[src/rtl/mem_port_arbiter.sv]
// Store/load arbiter in front of the data cache.
// Loads that miss are filled from backing memory and then answered.
module mem_port_arbiter #(
  parameter int STARVE_LIMIT = 3,
  parameter int TAG_W = 6
) (
  input  logic             clk,
  input  logic             rstn,
  input  logic             st_valid,
  output logic             st_ready,
  input  logic [31:0]      st_addr,
  input  logic [31:0]      st_data,
  input  logic             st_size,
  input  logic             ld_valid,
  output logic             ld_ready,
  input  logic [31:0]      ld_addr,
  input  logic             ld_size,
  input  logic [TAG_W-1:0] ld_tag,
  output logic             ld_resp_valid,
  output logic [31:0]      ld_resp_data,
  output logic [TAG_W-1:0] ld_resp_tag,
  output logic             c_memRead,
  output logic             c_memWrite,
  output logic [31:0]      c_addr,
  output logic [31:0]      c_data,
  output logic             c_size,
  input  logic [31:0]      c_lw_data,
  input  logic             c_miss,
  output logic             m_req,
  output logic [31:0]      m_addr,
  input  logic             m_ack,
  input  logic [31:0]      m_rdata
);

  localparam int SW = $clog2(STARVE_LIMIT + 2);
  localparam logic [SW-1:0] LIM = SW'(STARVE_LIMIT);

  typedef enum logic [2:0] {
    IDLE, ST_ISSUE, LD_ISSUE, LD_CHECK,
    MEM_WAIT, FILL, LD_RESP
  } state_t;

  state_t           state;
  logic [SW-1:0]    streak;
  logic [31:0]      addr_q;
  logic             size_q;
  logic [TAG_W-1:0] tag_q;
  logic             idle;
  logic             ld_win;

  function automatic logic [31:0] zext(
    input logic [31:0] d,
    input logic        sz
  );
    return sz ? {24'b0, d[7:0]} : {16'b0, d[15:0]};
  endfunction

  // A waiting load takes the port once stores have starved it long enough.
  assign idle     = rstn && (state == IDLE);
  assign ld_win   = ld_valid && (!st_valid || streak == LIM);
  assign ld_ready = idle && ld_win;
  assign st_ready = idle && st_valid && !ld_win;

  always_ff @(posedge clk or negedge rstn) begin
    if (!rstn) begin
      state         <= IDLE;
      streak        <= '0;
      addr_q        <= '0;
      size_q        <= 1'b0;
      tag_q         <= '0;
      ld_resp_valid <= 1'b0;
      ld_resp_data  <= '0;
      ld_resp_tag   <= '0;
      c_memRead     <= 1'b0;
      c_memWrite    <= 1'b0;
      c_addr        <= '0;
      c_data        <= '0;
      c_size        <= 1'b0;
      m_req         <= 1'b0;
      m_addr        <= '0;
    end else begin
      unique case (state)
        IDLE: begin
          if (!ld_valid || ld_ready)
            streak <= '0;
          else if (st_ready && streak != LIM)
            streak <= streak + 1'b1;
          if (ld_ready) begin
            state     <= LD_ISSUE;
            addr_q    <= ld_addr;
            size_q    <= ld_size;
            tag_q     <= ld_tag;
            c_memRead <= 1'b1;
            c_addr    <= ld_addr;
            c_size    <= ld_size;
          end else if (st_ready) begin
            state      <= ST_ISSUE;
            c_memWrite <= 1'b1;
            c_addr     <= st_addr;
            c_data     <= st_data;
            c_size     <= st_size;
          end
        end
        ST_ISSUE: begin
          c_memWrite <= 1'b0;
          state      <= IDLE;
        end
        LD_ISSUE: begin
          c_memRead <= 1'b0;
          state     <= LD_CHECK;
        end
        LD_CHECK: begin
          if (c_miss) begin
            m_req  <= 1'b1;
            m_addr <= addr_q;
            state  <= MEM_WAIT;
          end else begin
            ld_resp_valid <= 1'b1;
            ld_resp_data  <= zext(c_lw_data, size_q);
            ld_resp_tag   <= tag_q;
            state         <= LD_RESP;
          end
        end
        MEM_WAIT: begin
          if (m_ack) begin
            m_req      <= 1'b0;
            c_memWrite <= 1'b1;
            c_addr     <= addr_q;
            c_data     <= m_rdata;
            c_size     <= size_q;
            state      <= FILL;
          end
        end
        FILL: begin
          c_memWrite    <= 1'b0;
          ld_resp_valid <= 1'b1;
          ld_resp_data  <= zext(c_data, size_q);
          ld_resp_tag   <= tag_q;
          state         <= LD_RESP;
        end
        LD_RESP: begin
          ld_resp_valid <= 1'b0;
          state         <= IDLE;
        end
        default: state <= IDLE;
      endcase
    end
  end

endmodule
[config.mk]
export PLATFORM = sky130hd
export DESIGN_NAME = mem_port_arbiter
export DESIGN_NICKNAME = d
export VERILOG_FILES = /design/src/rtl/mem_port_arbiter.sv
export SDC_FILE = /design/constraint.sdc
export NUM_CORES = 1
export LEC_CHECK = 0
export ABC_CLOCK_PERIOD_IN_PS = 3100
export CAP_MARGIN = 25
export CORE_MARGIN = 2
export CORE_UTILIZATION = 45
export CTS_BUF_LIST = sky130_fd_sc_hd__clkbuf_2
export DETAILED_ROUTE_END_ITERATION = 6
export PLACE_DENSITY_LB_ADDON = 0.12
export SKIP_LAST_GASP = 1
export SYNTH_ARGS = -nofsm -noshare
export SYNTH_HDL_FRONTEND = slang
export SYNTH_SLANG_ARGS = --single-unit
[constraint.sdc]
create_clock -name clk -period 3.1 [get_ports clk]
set_clock_uncertainty 0.1 [all_clocks]
set_input_delay 0.93 -clock clk [delete_from_list [all_inputs] [get_ports clk]]
set_output_delay 0.93 -clock clk [all_outputs]
set_load 0.02 [all_outputs]
### Yosys cells after proc, flatten, opt, wreduce, memory -nomap -nowiden

Index checks and enable logic that the tools add are counted.

* input port bits: 174
* output and inout bits: 141
* word-level logic and storage cells: 98
* flip-flop bits (word level): 184

* reductions and logical operators: 31
* $add $sub $neg: 1
* equal/unequal tests: 15
* mux-type cells: 36

Operators by type and width (count)
* two-way mux 32 bit: 7
* one-hot mux 32 bit (2 select lines): 3
* two-way mux 16 bit: 2
* two-way mux 3 bit: 5
* one-hot mux 3 bit (5 select lines): 1
* AND reduction 2 bit: 7
* inequality test 2 bit, second input constant: 6
* one-hot mux 6 bit (2 select lines): 1
* two-way mux 1 bit: 10
* nonzero test 2 bit: 5
* equality test 3 x 2 -> 1 bit, second input constant: 3
* equality test 3 bit, second input constant: 3
* AND reduction 4 bit: 2
* logical AND 1 bit: 6
* two-way mux 6 bit: 1
* one-hot mux 1 bit (2 select lines): 3
* one-hot mux 1 bit (3 select lines): 2
* AND reduction 3 bit: 2
* nonzero test 3 bit: 2
* adder 3 x 1 -> 3 bit, second input constant: 1
* equality test 3 x 1 -> 1 bit, second input constant: 1
* zero test 1 bit: 3
* zero test 3 bit: 1
* inequality test 3 x 2 -> 1 bit, second input constant: 1
* other kinds (4): 5

### Longest topological paths before layout

* depth in word-level cells: 8
* depth in mapped cells: 10
* gate-level depth less buffers: 7

### Worst setup path before layout

No wires, ideal clock.

* path kind: input-to-output
* from: input rstn
* to: output ld_ready
* arrival: 1.951 ns
* path buffers: 1
* path slack: 0.119 ns
* data required time: 2.070 ns
* stages on the path: 4
* cells stage by stage: nor4b_4 nand3_1 inv_2 clkbuf_1

* cells in the longest elaborated chain, start to end: 2

Ends and longest elaborated chain
* start: declaration: line 8 `input logic rstn,`
* logical AND 1 bit: line 59 `assign idle = rstn && (state == IDLE);`
* logical AND 1 bit: line 61 `assign ld_ready = idle && ld_win;`
* end: declaration: line 15 `output logic ld_ready,`

No other way between the ends.

### Worst setup path after layout

* from: input ld_valid
* to: output ld_ready

* cells in the longest elaborated chain, start to end: 2

Ends and longest elaborated chain
* start: declaration: line 14 `input logic ld_valid,`
* logical AND 1 bit: line 60 `assign ld_win = ld_valid && (!st_valid || streak == LIM);`
* logical AND 1 bit: line 61

No other way between the ends.

==> metrics <==
run status finished, violations left; failing checks setup timing; Crit. End Element primary output; Clk pin slew, worst setup/hold paths about 0.25 ns; CTS tree yes; vias in the first global route 6,803; Routed WL roughly 24,000 µm; Hold-fix buffers, CTS 0; VDD IR max around 0.40 mV; layout cells sized above 1 between 10% and 20%; Final Slew Violations 0; Synth async-reset ratio 100%; Initial Utilization a little under half; Worst Path Arrival 2.09 ns; Inst Count DP about 1,200; critical path peak fanout 37; # DRC 0; Yosys top cell by area dfrtp_1; CTS sink cnt between 150 and 200; pin count of the biggest net entering global routing 74; post-layout util approximately two thirds; Post-Syn Area roughly 0.0080 mm²; RSZ-0062 raised after global routing yes; Synth Flop Type dfrtp_1; Die Y-Extent ~140 µm; clk root buf clkbuf_2; GR Overflow Total 0; max cap viols 0; htree depth 4; CTS Buf Count 17; First-pass DRT Iterations 5; Port Buffers 282; row cnt 48; Fin Hold WS 0.189 ns; Lkg Pwr slightly above 5 nW; Mapped Avg Cell Area about 10 µm²; Avg Vias per Cell 5.36; worst slew pin tran approximately 0.95 ns; gr usage total between 20% and 30%; Final period util 101%; antenna-violating nets left 0; top cell type's share of synthesized area 52.8%; Netlist cell types between 40 and 50; global-route wire length before repair 36,500 µm; Layout Cells excl Fill ~1,300; DR vias roughly 6,900; CP Launch Type input port; Seq cells post-synth ~170; DIE AREA 0.0188 mm²; Nets between 1,000 and 1,500; crit path cell chain clkdlybuf4s50_1, buf_8, nand3_4, inv_2, buf_6; YS warnings 0; initial antenna violation count 1; wire per inst between 15 and 20 µm; Clock Path Buffers 2; pre-CTS setup slack -0.395 ns; sequential element share of the synthesized area about 53%; WP data required about 2.1 ns; Synth Instances ~770; pwr/cell area 893 mW/mm²; setup ws final -0.0179 ns; Fin. Hold Viols 0; layout overhead on the synthesized area 43.5%; fin crit period 3.12 ns; IO Pins approximately 320; setup tns final -0.0179 ns; critical setup path kind in2out; relative slew slack between 30% and 40%; hpwl dp around 16,000 µm; Area contributors post-synth dfrtp_1 (53%), mux2_2 (10%), nand2_1 (8.2%); Post-synth EDFFs 0; CP peak stage delay about 0.53 ns; core area roughly 0.017 mm²; critical path's slowest cell clkdlybuf4s50_1; Reg2Reg Setup Slack around 0.80 ns; clock latency on the worst-skew pair approximately 0.73 ns; First DRT Iteration DRCs 411; Fill cells 1,468; setup violators final 1; HP Class in2async; Final GP Congestion a little under 0.8; Fmax approximately 320 MHz; Die Width roughly 140 µm
power by group:
part	switching [mW]	internal, mW	total, mW
clock network	0.793	0.371	1.16
logic	2.65	2.55	5.21
registers	0.638	3.19	3.83
cells by family after synthesis:
kind of cell,Yosys count,synth area share (%)
AO/OA/AOI/OAI,168,13.8
flip-flops,168,52.8
buffers and inverters,81,5.25
adder cells (fa/ha/maj),2,0.314
multiplexers,119,16.1
AND/OR/NAND/NOR,228,11.7
other,1,0.0471
cell type report:
cell class / instances / area (µm²) / area share, %
sequential: 168 / 4200 / 36.8
timing repair buffer: 321 / 3220 / 28.2
inverter: 3 / 11.3 / 0.0986
multi-input combinational: 533 / 3460 / 30.3
clock buffer: 17 / 85.1 / 0.745
tap: 225 / 282 / 2.46
antenna: 1 / 2.50 / 0.0219
clock inverter: 15 / 153 / 1.34
critical path, delay by kind of cell:
kind,cells,cell delay [ns]
buffers and inverters,4,1.00
and+or+nand+nor,1,0.11
metal layers:
metal  GRT usage [%]  vias to the layer above  wire [µm]
li1                -                     3221          -
met1            31.8                     3311       9520
met2            42.1                      309      11500
met3            9.15                       35       2210
met4            8.71                        0        495
met5               0                        -          0
path summary, 6_finish.rpt:
kind	start	endpoint	cells past startpoint
min in group clk	tag_q[5]	tag_q[5]	2
min reg2reg	tag_q[5]	tag_q[5]	2
max reg2reg	state[0]	c_addr[28]	6
max	ld_valid	ld_ready	5
min	rstn	c_addr[20]	3
max in group asynchronous	rstn	c_addr[29]	5
synthesized netlist by cell type (2+ instances only):
library cell	count
a41oi_1	31
buf_6	3
nor2_1	34
nand4_1	2
clkbuf_1	33
dfrtp_1	168
nor2b_1	6
nand2_1	173
buf_1	3
mux2i_1	48
buf_4	17
ha_1	2
nand2b_1	2
mux2_2	71
a21o_1	2
buf_2	21
a31oi_1	3
o31ai_1	41
a21oi_1	37
o21ai_0	46
and2b_1	2
nor3b_1	2
nand3_1	2
registers in the layout (all words and copies together), names as in the netlist:
signal / count
addr_q: 32
c_addr: 32
c_data: 32
c_memRead: 1
c_memWrite: 1
c_size: 1
ld_resp_data: 16
ld_resp_tag: 6
ld_resp_valid: 1
m_addr: 32
m_req: 1
size_q: 1
state: 3
streak: 3
tag_q: 6
what timing repair did:
action,in CTS,in global routing
gates cloned,1,0
resized for setup,21,0
endpoints found under the setup margin,2,2
pin swaps,2,1
setup buffers,7,2
through the flow:
stage                     total power [mW]  instance area [µm²]
after floorplan                       6.57                 8020
after global placement                8.89                11000
after detailed placement              9.00                11000
after CTS                             10.3                11400
after global routing                  10.9                11400
final                                 10.2                11400
cell usage in the layout, fill, tap and decap left out, types with 2 or more instances in the layout:
cell | synthesis | final
mux2i_1 | 48 | 48
buf_12 | 0 | 4
a31oi_1 | 3 | 3
bufinv_16 | 0 | 2
a41oi_1 | 31 | 31
and2b_1 | 2 | 2
clkinvlp_4 | 0 | 3
conb_1 | 1 | 16
clkinv_4 | 0 | 4
a21oi_1 | 37 | 37
dfrtp_1 | 168 | 168
o21ai_0 | 46 | 46
mux2_2 | 71 | 71
buf_6 | 3 | 3
clkbuf_2 | 1 | 17
nor2_1 | 34 | 34
clkinv_1 | 1 | 3
a21o_1 | 2 | 2
o31ai_1 | 41 | 41
clkdlybuf4s50_1 | 0 | 279
nand4_1 | 2 | 2
buf_4 | 17 | 32
inv_6 | 0 | 2
clkinv_2 | 0 | 2
nor2b_1 | 6 | 5
nand2_1 | 173 | 173
(Power assumes the default switching activity.)
==> edit 1, RTL diff (config.mk and constraints unchanged) <==
Change the parameter `STARVE_LIMIT` from 3 to 6.
--- a/src/rtl/mem_port_arbiter.sv
+++ b/src/rtl/mem_port_arbiter.sv
@@ -3,3 +3,3 @@
 module mem_port_arbiter #(
-  parameter int STARVE_LIMIT = 3,
+  parameter int STARVE_LIMIT = 6,
   parameter int TAG_W = 6
Function: no difference found for any inputs over 4 cycles, from zero or initial values and one cycle with rstn low; that may be too few to reach the edited logic, so the function may still have changed.
==> edit 1 against the original RTL <==
Sequential cell count is the same; critical path type unchanged; area after synthesis decreased by 6.3%; cell area down 4.2%; power rose by 0.92%; critical endpoint unchanged; die area fell by 6.1%; worst setup slack improved by 140 ps; wire length is 6.9% lower; global-route usage is 0.19 points lower; synthesized cell count shrank 16%.
==> edit 1: results (changes against the original RTL) <==
.. list-table::
   :header-rows: 1

   * - Metric
     - Value
   * - Setup Buffers After CTS
     - 3 (was 7)
   * - Post-DP HPWL
     - 15.4 mm (was 16.0 mm)
   * - Number of vias in the routed layout
     - 6,258 (was 6,876)
   * - Most frequent cell after synthesis
     - sky130_fd_sc_hd__dfrtp_1 (was sky130_fd_sc_hd__nand2_1)
   * - Netlist cell types
     - 39 (was 41)
   * - Hold Path Class
     - reg -> reg (was in -> async)
   * - Avg Inst Size Synth
     - 11.6 sq um (was 10.4 sq um)
   * - First drt pass iteration count
     - 4 (was 5)
   * - Fraction of layout instances using a drive strength above 1
     - 0.138 (was 0.150)
   * - Layout Cells excl Fill
     - 1,165 (was 1,283)
   * - Largest net degree at the start of global routing
     - 84 (was 74)
   * - Placed cell count
     - 1,124 (was 1,239)
   * - Largest voltage drop on the vdd net
     - 0.487 mV (was 0.402 mV)
   * - Number of fill cells
     - 1,233 (was 1,468)
   * - Detailed Route Iter0 Violations
     - 274 (was 411)
   * - Cell types with the largest area share after synthesis
     - sky130_fd_sc_hd__dfrtp_1 (56%), sky130_fd_sc_hd__mux2_2 (7.2%), sky130_fd_sc_hd__a21oi_1 (6.6%), sky130_fd_sc_hd__mux2i_1 (6.4%), sky130_fd_sc_hd__mux2_1 (4.4%) (was sky130_fd_sc_hd__dfrtp_1 (53%), sky130_fd_sc_hd__mux2_2 (10%), sky130_fd_sc_hd__nand2_1 (8.2%), sky130_fd_sc_hd__mux2i_1 (6.0%), sky130_fd_sc_hd__o31ai_1 (3.9%))
   * - Outcome
     - finished, final reports clean (was finished, violations left)
   * - Setup slack of the most critical reg-to-reg path
     - 880 ps (was 800 ps)
   * - Number of cells upsized or downsized after cts
     - 7 (was 21)
   * - Number of global-route vias before repair
     - 6,744 (was 6,803)
   * - Worst Path Arrival
     - 1940 ps (was 2090 ps)
   * - Number of buffers created by CTS
     - 17 (unchanged)
   * - Leakage power
     - 4.68 nW (was 5.07 nW)
   * - Wire length reported by the detailed router
     - 22.1 mm (was 23.7 mm)
   * - Headroom to the max-slew limit
     - 0.576 (was 0.364)
   * - Wire length of the first global-routing pass
     - 35.5 mm (was 36.5 mm)
   * - Clock transition at the registers of the reported paths
     - 210 ps (was 250 ps)
   * - Number of hold buffers added after CTS
     - 1 (was 0)
## edit 1: through the flow
step / util / power (mW) / worst slack (ps) / cell area (sq um) / hold slack, ps
5_1_grt: 0.667 / 10.9 / 2.06 / 10900 / 437
3_5_place_dp: 0.644 / 9.13 / -185 / 10600 / 369
6_report: 0.667 / 10.3 / 127 / 10900 / 416
4_1_cts: 0.663 / 10.4 / -18.4 / 10900 / 421
2_1_floorplan: - / 6.56 / 484 / 7520 / 373
3_3_place_gp: 0.644 / 8.95 / -204 / 10600 / 366
## edit 1: worst max path at each step
stage / start / to / slack [ps] / cells after the start
floorplan: rstn / ld_ready / 480 / 4
global placement: ld_valid / st_ready / -200 / 4
detailed placement: ld_valid / st_ready / -190 / 4
CTS: state[2]$_DFFE_PN0P_ / st_ready / -20 / 4
global route: state[2]$_DFFE_PN0P_ / ld_ready / 2 / 6
finish: st_valid / ld_ready / 130 / 6
## edit 1: cells by family after synthesis
family                   Yosys count  synth area share
flip-flops                       168             0.563
adder cells (fa/ha/maj)            2           0.00335
multiplexers                     125             0.181
buffers and inverters             68            0.0473
other                              1          0.000503
AO/OA/AOI/OAI                    196             0.152
AND/OR/NAND/NOR                   85            0.0532
## edit 1: cell type report
class	instances	area (sq um)	area share
flip-flops and latches	168	4210	0.384
repair buffers	317	3210	0.293
multi-input cells	424	3000	0.274
well taps	220	275	0.0252
clock inverters	15	150	0.0137
clock buffers	17	85.1	0.00777
inverters	3	11.3	0.00103
diodes	1	2.50	0.000229
## edit 1: power by group
group          switching (mW)  internal, mW  total [mW]
combinational            2.71          2.54        5.25
sequential              0.653          3.24        3.89
clock                   0.779         0.370        1.15
## edit 1: metal layers
layer  track usage  routed length, um
met1         0.306               8770
met4        0.0818                387
met2         0.443              11300
met3        0.0778               1680
met5             0                  0
==> edit 2, RTL diff (same settings) <==
Made on the original files. Encoding of `state_t`: now Gray code (3 bits for 7 states).
--- a/src/rtl/mem_port_arbiter.sv
+++ b/src/rtl/mem_port_arbiter.sv
@@ -38,4 +38,4 @@
   typedef enum logic [2:0] {
-    IDLE, ST_ISSUE, LD_ISSUE, LD_CHECK,
-    MEM_WAIT, FILL, LD_RESP
+    IDLE = 3'b000, ST_ISSUE = 3'b001, LD_ISSUE = 3'b011, LD_CHECK = 3'b010,
+    MEM_WAIT = 3'b110, FILL = 3'b111, LD_RESP = 3'b101
   } state_t;
Check against the original RTL: same outputs for any inputs over 4 cycles, from zero or initial values and one cycle with rstn low; so few cycles prove little.
==> edit 2 against the original RTL <==
Power is 3.4% lower; wire length down 5.3%; worst hold slack improved by 100 ps; critical endpoint unchanged; sequential cell count unchanged; synthesized cell count fell by 9.5%; global-route usage is 1.4 points lower; worst setup slack gained 140 ps; cell area fell by 1.5%; area after synthesis decreased by 1.3%.
==> edit 2: results (changes against the original RTL) <==
.. list-table::
   :header-rows: 1

   * - Metric
     - Value
   * - Outcome
     - finished, final reports clean (was finished, violations left)
   * - Global-route usage over all layers
     - 0.244 (was 0.258)
   * - Wire length of the first global-routing pass
     - 35.1 mm (was 36.5 mm)
   * - Detailed Route Iter0 Violations
     - 288 (was 411)
   * - Cells on worst reg2reg path
     - 7 (was 6)
   * - Post-DP HPWL
     - 15.7 mm (was 16.0 mm)
   * - Leakage power
     - 4.90 nW (was 5.07 nW)
   * - Number of vias in the routed layout
     - 6,426 (was 6,876)
   * - Fraction of layout instances using a drive strength above 1
     - 0.164 (was 0.150)
   * - Portion of the post-synthesis area used by sequential elements
     - 0.535 (was 0.528)
   * - Number of global-route vias before repair
     - 6,764 (was 6,803)
   * - Drt wl/cell
     - 18.6 um (was 18.5 um)
   * - Top post-synthesis cells by count
     - sky130_fd_sc_hd__dfrtp_1 (168), sky130_fd_sc_hd__nand2_1 (100), sky130_fd_sc_hd__o21ai_0 (73) (was sky130_fd_sc_hd__nand2_1 (173), sky130_fd_sc_hd__dfrtp_1 (168), sky130_fd_sc_hd__mux2_2 (71))
   * - Worst R2R End
     - c_size$_DFFE_PN0P_ (was c_addr[28]$_DFFE_PN0P_)
   * - First drt pass iteration count
     - 4 (was 5)
   * - Maximum fanout encountered on the critical timing path
     - 3 (was 37)
   * - Worst Path Arrival
     - 1940 ps (was 2090 ps)
   * - Cell types with the largest area share after synthesis
     - sky130_fd_sc_hd__dfrtp_1 (53%), sky130_fd_sc_hd__mux2i_1 (6.1%), sky130_fd_sc_hd__mux2_2 (5.4%), sky130_fd_sc_hd__nand2_1 (4.8%), sky130_fd_sc_hd__o21ai_0 (4.6%) (was sky130_fd_sc_hd__dfrtp_1 (53%), sky130_fd_sc_hd__mux2_2 (10%), sky130_fd_sc_hd__nand2_1 (8.2%), sky130_fd_sc_hd__mux2i_1 (6.0%), sky130_fd_sc_hd__o31ai_1 (3.9%))
   * - Netlist cell types
     - 45 (was 41)
   * - Gpl congestion
     - 0.814 (was 0.781)
   * - Reg-to-reg critical path startpoint
     - streak[1]$_DFFE_PN0P_ (was state[0]$_DFFE_PN0P_)
   * - Net switching fraction of the power
     - 0.390 (was 0.400)
   * - Total cell area at the placement stage
     - 10,900 sq um (was 11,000 sq um)
   * - Setup slack of the most critical reg-to-reg path
     - 770 ps (was 800 ps)
   * - Syn-to-layout area delta
     - 43.1% (was 43.5%)
   * - Number of nets in the layout
     - 1,142 (was 1,220)
   * - Max stage delay on crit path
     - 460 ps (was 530 ps)
## edit 2: cell count changes in the layout (fill, tap and decap cells not counted), sizes merged, moves of 34 or more
cell | before | now
o2bb2ai | 0 | 35
a21oi | 37 | 2
nor3 | 0 | 34
nand2 | 173 | 100
## edit 2: cell families (layout without fill, tap and decap cells)
logic type / count (synthesis) / count (layout) / share of synthesized area
AO/OA/AOI/OAI: 203 / 203 / 0.180
XOR/XNOR: 1 / 1 / 0.00111
adder cells (fa/ha/maj): 2 / 2 / 0.00318
buffers and inverters: 81 / 351 / 0.0586
flip-flops: 168 / 168 / 0.535
multiplexers: 86 / 86 / 0.116
other: 1 / 17 / 0.000477
AND/OR/NAND/NOR: 152 / 152 / 0.107
## edit 2: repair_timing
action	in CTS	in global routing
gates resized for setup	14	3
setup endpoints to repair	2	2
endpoints found under the hold margin	0	0
pin swaps	0	2
buffers inserted	1	1
gates cloned	0	0
## edit 2: routing by layer
layer / part of all wire / track usage / vias to the layer above / wire length (um)
li1: - / - / 3000 / -
met1: 0.41 / 0.300 / 3168 / 9110
met2: 0.50 / 0.409 / 211 / 11300
met3: 0.062 / 0.0649 / 47 / 1390
met4: 0.029 / 0.100 / 0 / 658
met5: 0 / 0 / - / 0
## edit 2: stage by stage
step / setup slack (ps) / std cells
floorplan: 459 / 709
global placement: -326 / 1169
detailed placement: -341 / 1169
CTS: 3.93 / 1202
global route: 0.764 / 1205
finish: 125 / 1205
## edit 2: area by class of cell
class	count	area share
sequential	168	0.374
multi-input combinational	460	0.294
timing repair buffer	313	0.281
tap	225	0.0250
clock inverter	13	0.0154
clock buffer	19	0.00845
inverter	6	0.00200
antenna	1	0.000222
## edit 2: worst max-delay path by stage
stage,endpoint,depth (start not counted),from
2_1_floorplan,ld_ready,4,rstn
3_3_place_gp,st_ready,4,st_valid
3_5_place_dp,st_ready,4,st_valid
4_1_cts,ld_ready,6,streak[0]$_DFFE_PN0P_
5_1_grt,ld_ready,6,streak[1]$_DFFE_PN0P_
6_report,ld_ready,6,streak[1]$_DFFE_PN0P_
## edit 2: worst max-delay path: cells and delay by family (launching register included)
family | cells | cell delay [ps]
and+or+nand+nor | 2 | 220
buffers and inverters | 2 | 190
adders and majority gates | 2 | 380
DFF | 1 | 460
## edit 2: power groups by stage
stage	registers (mW)	logic, mW	clock network [mW]
2_1_floorplan	4.61	1.70	0
3_3_place_gp	3.79	4.70	0
3_5_place_dp	3.85	4.81	0
4_1_cts	3.81	4.84	1.29
5_1_grt	3.95	5.13	1.37
6_report	3.80	4.80	1.25
